File: config.mk
export PLATFORM = sky130hd
export DESIGN_NAME = counter_down_mod
export DESIGN_NICKNAME = d
export VERILOG_FILES = /design/src/rtl/counter_down_mod.sv
export SDC_FILE = /design/constraint.sdc
export NUM_CORES = 1
export LEC_CHECK = 0
export ABC_AREA = 1
export CORE_AREA = 2 2 39 41
export CTS_BUF_LIST = sky130_fd_sc_hd__clkbuf_16
export DETAILED_ROUTE_END_ITERATION = 10
export DIE_AREA = 0 0 41 43
export PLACE_DENSITY_LB_ADDON = 0.2
export SLEW_MARGIN = 30
export SYNTH_ARGS = -nofsm -noshare
export SYNTH_HDL_FRONTEND = slang
export SYNTH_SLANG_ARGS = --single-unit
export TNS_END_PERCENT = 50
File: constraint.sdc
create_clock -name clk -period 1.5 [get_ports clk]
set_input_delay 0.15 -clock clk [delete_from_list [all_inputs] [get_ports clk]]
set_output_delay 0.15 -clock clk [all_outputs]
set_load 0.01 [all_outputs]
File: src/rtl/counter_down_mod.sv
// -----------------------------------------------------------------------------
// counter_down_mod
// Parametrised modulo-N down-counter digit for the timer datapath.
//
// Counts MODULUS-1 .. 0. On a borrow from 0 it either wraps to a run-time
// reload value or, in one-shot mode, stays at 0. Digits cascade by tying a
// higher digit's enablen to the lower digit's rco_L. The cascade is purely
// combinational, so every digit of a chain steps on the same clock edge.
//
// Parameters:
//   WIDTH    - bit width of count / in / reload_val
//   MODULUS  - counting range 0..MODULUS-1, 2 <= MODULUS <= 2**WIDTH
//
// Ports:
//   clk         in   rising-edge clock
//   rst         in   asynchronous reset, active-low
//   enablen     in   count enable, active-low (cascade input)
//   load        in   synchronous preset, active-high, beats enablen
//   oneshot     in   1 = stop at 0, 0 = wrap to reload_val on borrow
//   in          in   preset value used by load
//   reload_val  in   value taken on borrow from 0 in wrap mode
//   count       out  current digit value, registered
//   rco_L       out  ripple borrow, active-low, combinational
//   zero        out  count == 0, combinational
//   done        out  one-cycle registered pulse on decrement 1 -> 0
//
// Build option:
//   COUNTER_DOWN_MOD_CLAMP_EN - defined: out-of-range in/reload_val clamp to
//                               MODULUS-1; undefined: they become 0.
// -----------------------------------------------------------------------------
module counter_down_mod #(
   parameter int WIDTH   = 4,
   parameter int MODULUS = 10
) (
   input  logic             clk,
   input  logic             rst,
   input  logic             enablen,
   input  logic             load,
   input  logic             oneshot,
   input  logic [WIDTH-1:0] in,
   input  logic [WIDTH-1:0] reload_val,
   output logic [WIDTH-1:0] count,
   output logic             rco_L,
   output logic             zero,
   output logic             done
);

   // Reject moduli that cannot be represented or cannot count.
   generate
      if (MODULUS < 2 || MODULUS > (2 ** WIDTH)) begin : g_bad_modulus
         $error("counter_down_mod: MODULUS=%0d illegal for WIDTH=%0d", MODULUS, WIDTH);
      end
   endgenerate

   // MODULUS may equal 2**WIDTH, so the comparison is done one bit wider.
   localparam logic [WIDTH:0]   MOD_EXT = (WIDTH+1)'(MODULUS);
   localparam logic [WIDTH-1:0] ONE     = WIDTH'(1);

`ifdef COUNTER_DOWN_MOD_CLAMP_EN
   localparam logic [WIDTH-1:0] OOR_VAL = WIDTH'(MODULUS - 1);
`else
   localparam logic [WIDTH-1:0] OOR_VAL = '0;
`endif

   // Keeps any externally supplied value inside 0..MODULUS-1.
   function automatic logic [WIDTH-1:0] sat(input logic [WIDTH-1:0] v);
      sat = ({1'b0, v} < MOD_EXT) ? v : OOR_VAL;
   endfunction

   logic [WIDTH-1:0] r_count;
   logic             r_done;
   logic [WIDTH-1:0] w_count_next;
   logic             w_done_next;
   logic             w_zero;
   logic [WIDTH-1:0] w_in_sat;
   logic [WIDTH-1:0] w_reload_sat;

   assign w_zero       = (r_count == '0);
   assign w_in_sat     = sat(in);
   assign w_reload_sat = sat(reload_val);

   // Next-state: load > hold > decrement > wrap/stop.
   always_comb begin
      w_count_next = r_count;
      w_done_next  = 1'b0;
      if (load) begin
         w_count_next = w_in_sat;
      end else if (!enablen) begin
         if (!w_zero) begin
            w_count_next = r_count - ONE;
            w_done_next  = (r_count == ONE);
         end else if (!oneshot) begin
            w_count_next = w_reload_sat;
         end
      end
   end

   always_ff @(posedge clk or negedge rst) begin
      if (!rst) begin
         r_count <= '0;
         r_done  <= 1'b0;
      end else begin
         r_count <= w_count_next;
         r_done  <= w_done_next;
      end
   end

   // A borrow is only issued when this digit actually wraps on this edge:
   // a pending load or a one-shot stop at 0 must not ripple upstream.
   assign rco_L = ~(w_zero & ~enablen & ~load & ~oneshot);
   assign zero  = w_zero;
   assign count = r_count;
   assign done  = r_done;

endmodule

Yosys cells after proc, flatten, opt, wreduce, memory -nomap -nowiden
Cells that the tools add are included.
Storage, ports and cells
  register bits: 5
  word-level logic and storage cells: 26
Operators by class
  $lt $le $gt $ge: 2
  $add $sub $neg: 1
  bitwise gates (word level): 7
  muxes and demuxes: 9
  equality and inequality tests: 3
  reductions and logical operators: 2
Operators with widths (number)
  $mux 4: 6
  $lt 4x4->1 const B: 2
  $eq 4x1->1 const B: 1
  $logic_not 4->1: 1
  $not 1->1: 4
  $sub 4x1->4 const B: 1
  $and 1x1->1: 3
  $mux 1: 3
  $ne 3x3->1 const B: 1
  $ne 2x1->1 const B: 1
  $reduce_and 2->1: 1

Logic depth before layout (Yosys ltp)
Gate-level depths: netlist of the first run.
  word-level depth: 6
  gate-level depth with buffers: 9
  depth with buffers taken out: 9

Worst setup path before layout of the first run
No wires, ideal clock.
  kind: register to register
  from: register r_count[0], in the netlist count[0]
  to: register r_count[2], in the netlist count[2]
  arrival time: 1.183 ns
  period minus slack after synthesis: 1.300 ns
  setup slack: 0.200 ns
  data required time: 1.384 ns
  stages on the path, launching flop included: 10
  path buffers: 0
  library setup time: 0.116 ns
  cells stage by stage: dfrtp_1 -> inv_1 -> ha_1 -> nand2_4 -> inv_4 -> nand2_1 -> nand2_1 -> nand2_1 -> nand2_1 -> nand2_1
On the way
  word-level cells in the longest chain between the ends: 4
  elaborated cells between the ends (all ways): 7
Ends and longest elaborated chain
  start, declared: RTL line 70  | logic [WIDTH-1:0] r_count;
  start signal, assigned: RTL line 103  | r_count <= w_count_next;
  $logic_not 4->1 *: RTL line 78  | assign w_zero = (r_count == '0);
  named net zero: RTL line 44  | output logic zero,
  $mux 4: RTL line 89  | if (!w_zero) begin
  $mux 4: RTL line 88  | end else if (!enablen) begin
  $mux 4: RTL line 86  | if (load) begin
The timed path passes the listed nets; every way through them passes the cells marked *. The select of a mux whose other input is x is not followed.
A chain may end at the register's enable or synchronous reset.

Worst setup path in the final report of the first run
  from: register r_count[3], in the netlist count[3]
  to: output count[3]
RTL lines
  end, declared: RTL line 42  | output logic [WIDTH-1:0] count,
No word-level cell between the ends.

==> results.cfg, run 1 <==
[outcome]
status = completed

[die]
coreArea_sq_mm = 0.00138
die_w_um = 41
initial_core_util = 0.341
die_h_um = 43
io_pins = 20
die_area_sq_mm = 0.00176
rows = 14

[setup_path]
crit_cells = 2
slowest_stage = clkdlybuf4s50_1
crit_type = flop to primary output
reg2regPathDepth = 8
worstPathMaxFanout = 4
max_stage_delay_ps = 530
worstPathRequired_ps = 1350
critPathTopFamily = buffers and inverters
crit_buf_inv = 2
crit_chain = buf_4 > clkdlybuf4s50_1
r2r-start = count[0]
cp-end-kind = primary output
critPathLaunchType = flop
r2r_setup_slack_ps = 230
critPathLaunch = count[3]
endpoint = count[3]
cp.arrival_ps = 1290
r2r_end = count[1]

[detailed_routing]
antenna_left = 0
vias = 563
drt_drc_violations_left = 0
drt_iter0_drc = 6
drt_wl_total_um = 1180
viasPerCell = 4.54
wl_per_cell_um = 9.49
first_pass_iters = 4

[timing]
slew_headroom = 0.844
worstMarginPinSlew_ps = 232
fin_tns_setup_ps = 0
finalHoldViolCount = 0
fmax_mhz = 695
final.period_utilization = 0.959
maxSlewViolCount = 0
setup_viol = 0
fin_hold_ws_ps = 150
fin_crit_ps = 1440
fin_skew_ps = 3.19

[place]
dpl.cell_count = 120
gp_congestion = 0.819
dpl.hpwl_um = 974
numPortBuffers = 19
placed_area_sq_um = 738

[synthesis]
synth_warnings = 0
ys_ff_latch = 5
netlist_instances = 77
yosysUniqueCellTypes = 16
avgSynthCellArea_sq_um = 6.13
syn_nets = 92
ys_seq_area_frac = 0.265
syn_area_sq_um = 472

[cells_and_area]
layout-drive-gt1-share = 0.194
diodes = 0
fin_util = 0.598
fillers = 140
layout_commonest_cell = nand2_1
fin_nets = 124
stdcell_count = 124
area_growth_pct = 75.3
final_cell_mix = nand2_1, clkdlybuf4s50_1, inv_1, nor2_1, buf_4
final_area_sq_um = 827

[cts]
clk_path_buf_depth = 2
root_buffer = clkbuf_16
insertion_delay_ps = 230
cts_tree = yes
cts_buffers = 3
htree_levels = 1
clock_sinks = 5
clk_pin_slew_ps = 30
ctsHoldBuffers = 0

[global_route]
grt_pass1_vias = 533
antenna_found_initial = 0
grt_max_degree = 11
grt_pass1_wl_um = 2090
grt_overflow = 0
track_usage = 0.172

[power]
peakVddDrop_v = 0.00120
p_leak_nw = 0.419
powerDensity_mw_per_mm2 = 1650

[worst_hold_path]
hold_class = input port to async pin

[flow_run]
max-cap-violations = 0
## worst reg2reg max path, cell delays in order (launching register included)
cell and delay (ps):
dfrtp_1 360, inv_1 100, ha_4 160, buf_4 130
nand3_2 90, nand2_2 100, inv_1 70, nor2_1 90
nor2_1 50
## worst min path at each step
stage          startpoint        to  slack [ps]  cells after the start
3_3_place_gp          rst      done         390                      1
5_1_grt               rst  count[2]         170                      1
2_1_floorplan         rst  count[0]        -150                      0
4_1_cts               rst  count[2]         150                      1
3_5_place_dp          rst  count[2]         390                      1
6_report              rst  count[2]         150                      1
## timing repair
| item | in CTS | in global routing |
|---|---|---|
| cloned | 0 | 0 |
| setup endpoints to repair | 2 | 1 |
| setup buffers | 0 | 0 |
| gates resized for setup | 3 | 2 |
## metrics by stage
| step | total power [mW] | setup slack (ps) |
|---|---|---|
| floorplan | 0.591 | 200 |
| global placement | 0.912 | 45.7 |
| detailed placement | 0.918 | 31.3 |
| CTS | 1.35 | 26.2 |
| global route | 1.47 | -0.867 |
| finish | 1.36 | 61.1 |
## synth_stat cells
cell type	instances	area share
nand2_4	1	0.024
nand3_1	8	0.085
nand2_1	24	0.19
nand2_2	1	0.013
nor2_4	1	0.024
nor2_2	2	0.027
ha_1	2	0.053
buf_6	1	0.024
a21oi_1	3	0.032
nand3_2	1	0.021
dfrtp_1	5	0.27
o21ai_0	1	0.011
inv_1	11	0.088
nor3_1	4	0.042
inv_4	1	0.013
nor2_1	11	0.088
## power breakdown
group          switching (mW)  internal [mW]
logic                   0.360          0.365
registers              0.0327          0.178
clock network          0.0841          0.345
total                   0.476          0.887
## final cells by class
cell class | instances | area (sq um) | share of cell area
Inverter | 12 | 47.5 | 0.0575
Clock buffer | 3 | 75.1 | 0.0908
Sequential cell | 5 | 125 | 0.151
Tap cell | 16 | 20.0 | 0.0242
Timing Repair Buffer | 28 | 255 | 0.309
Multi-Input combinational cell | 59 | 300 | 0.363
Clock inverter | 1 | 3.75 | 0.00454
## cells by family (layout without fill, tap and decap cells)
family                   Yosys count  count (layout)  synth area share
AO/OA/AOI/OAI                      4               4            0.0424
flip-flops                         5               5             0.265
AND/OR/NAND/NOR                   53              53             0.515
buffers and inverters             13              44             0.125
adder cells (fa/ha/maj)            2               2            0.0530
## flip-flops by register name (all words and copies together), names as in the netlist
register / count
count: 4
done: 1
## per-layer routing
metal | global-route usage | vias to the layer above | routed length (um)
met5 | 0 | - | 0
met4 | 0 | 0 | 0
met3 | 0.0785 | 0 | 58
met2 | 0.266 | 13 | 596
met1 | 0.231 | 249 | 522
li1 | - | 301 | -
No activity file was read; power rests on OpenSTA's default activity.
==> inputs of run 2 (changes only) <==
--- a/config.mk
+++ b/config.mk
@@ -8,6 +8,7 @@
 export ABC_AREA = 1
 export CORE_AREA = 2 2 39 41
 export CTS_BUF_LIST = sky130_fd_sc_hd__clkbuf_16
+export CTS_CLUSTER_SIZE = 25
 export DETAILED_ROUTE_END_ITERATION = 10
 export DIE_AREA = 0 0 41 43
 export PLACE_DENSITY_LB_ADDON = 0.2
==> results of run 2 <==
The final DEF is identical to that of run 1; final timing and power are the same.
==> inputs of run 3 (changes only) <==
--- a/config.mk
+++ b/config.mk
@@ -11,7 +11,7 @@
 export CTS_CLUSTER_SIZE = 25
 export DETAILED_ROUTE_END_ITERATION = 10
 export DIE_AREA = 0 0 41 43
-export PLACE_DENSITY_LB_ADDON = 0.2
+export PLACE_DENSITY_LB_ADDON = 0.12
 export SLEW_MARGIN = 30
 export SYNTH_ARGS = -nofsm -noshare
 export SYNTH_HDL_FRONTEND = slang
==> results.cfg, run 3 (synthesis gave the netlist of run 1 again) <==
[setup_path]
worstPathMaxFanout = 4
critPathTopFamily = buffers and inverters
cp.arrival_ps = 1290
critPathLaunchType = flop
crit_chain = buf_4 > clkdlybuf4s50_1
crit_type = flop to primary output
crit_buf_inv = 2
cp-end-kind = primary output
worstPathRequired_ps = 1350
max_stage_delay_ps = 530
slowest_stage = clkdlybuf4s50_1
r2r_setup_slack_ps = 240

[place]
pre_cts_slack_ps = 29.1
dpl.hpwl_um = 993
numPortBuffers = 19
dpl.cell_count = 120
gp_congestion = 0.803
placed_area_sq_um = 738

[timing]
slew_headroom = 0.842
worst_slack_ps = 57.4
fin_skew_ps = 1.36
final.period_utilization = 0.962
fin_crit_ps = 1440
fin_tns_setup_ps = 0
fin_hold_ws_ps = 149
maxSlewViolCount = 0
setup_viol = 0
finalHoldViolCount = 0
fmax_mhz = 693
rsz0062_at_grt = no
worstMarginPinSlew_ps = 237

[worst_hold_path]
hold_class = input port to async pin

[cts]
htree_levels = 1
clock_sinks = 5
root_buffer = clkbuf_16
clk_path_buf_depth = 2
cts_tree = yes
insertion_delay_ps = 230
clk_pin_slew_ps = 30
cts_buffers = 3

[detailed_routing]
antenna_left = 0
drt_iter0_drc = 10
viasPerCell = 4.57
first_pass_iters = 4
drt_wl_total_um = 1260
vias = 571
wl_per_cell_um = 10.1
drt_drc_violations_left = 0

[die]
rows = 14
coreArea_sq_mm = 0.00138
die_area_sq_mm = 0.00176
die_h_um = 43
io_pins = 20
initial_core_util = 0.341
die_w_um = 41

[global_route]
grt_pass1_wl_um = 2010
grt_max_degree = 11
grt_overflow = 0
grt_pass1_vias = 486
antenna_found_initial = 0
track_usage = 0.174

[cells_and_area]
fin_util = 0.603
largest_register_ffs = 4
regArea_sq_um = 125
stdcell_count = 125
area_growth_pct = 76.9
layout_commonest_cell = nand2_1
final_cell_mix = nand2_1, clkdlybuf4s50_1, nor2_1
layout-drive-gt1-share = 0.211
multiInputGateArea_sq_um = 300
fillers = 136
final_area_sq_um = 835
diodes = 0
fin_nets = 125

[power]
p_leak_nw = 0.422
powerDensity_mw_per_mm2 = 1700
p_total_mw = 1.42
peakVddDrop_v = 0.000654

[flow_run]
max-cap-violations = 0

[outcome]
status = completed
-- run 3: area by class of cell --
| type | instances | area share |
|---|---|---|
| Timing Repair Buffer | 29 | 0.315 |
| Clock inverter | 1 | 0.00450 |
| Inverter | 12 | 0.0570 |
| Sequential cell | 5 | 0.150 |
| Tap cell | 16 | 0.0240 |
| Clock buffer | 3 | 0.0900 |
| Multi-Input combinational cell | 59 | 0.360 |
-- run 3: worst paths after layout --
kind | end | cells past startpoint | from
min in group clk | count[3] | 5 | in[3]
setup / recovery | count[3] | 2 | count[3]
hold / removal | done | 1 | rst
max in group asynchronous | count[3] | 1 | rst
hold reg to reg | count[1] | 3 | count[1]
setup reg to reg | count[2] | 10 | count[1]
-- run 3: layer usage --
layer  part of all wire  GRT usage  up-vias
met5                  0          0        -
met4              0.031      0.100        0
met3              0.037     0.0314        5
met2               0.49      0.275       17
met1               0.44      0.206      244
li1                   -          -      305
-- run 3: what timing repair did --
action | 4_1_cts | 5_1_grt
buffers inserted | 0 | 1
gates resized for setup | 6 | 0
hold buffers | 0 | 0
setup endpoints to repair | 2 | 1
-- run 3: report_power, final --
part	switching [mW]	internal [mW]	leakage [nW]
Combinational	0.386	0.392	0.316
Sequential	0.0312	0.178	0.0638
Clock	0.0870	0.345	0.0423
Total	0.504	0.915	0.422
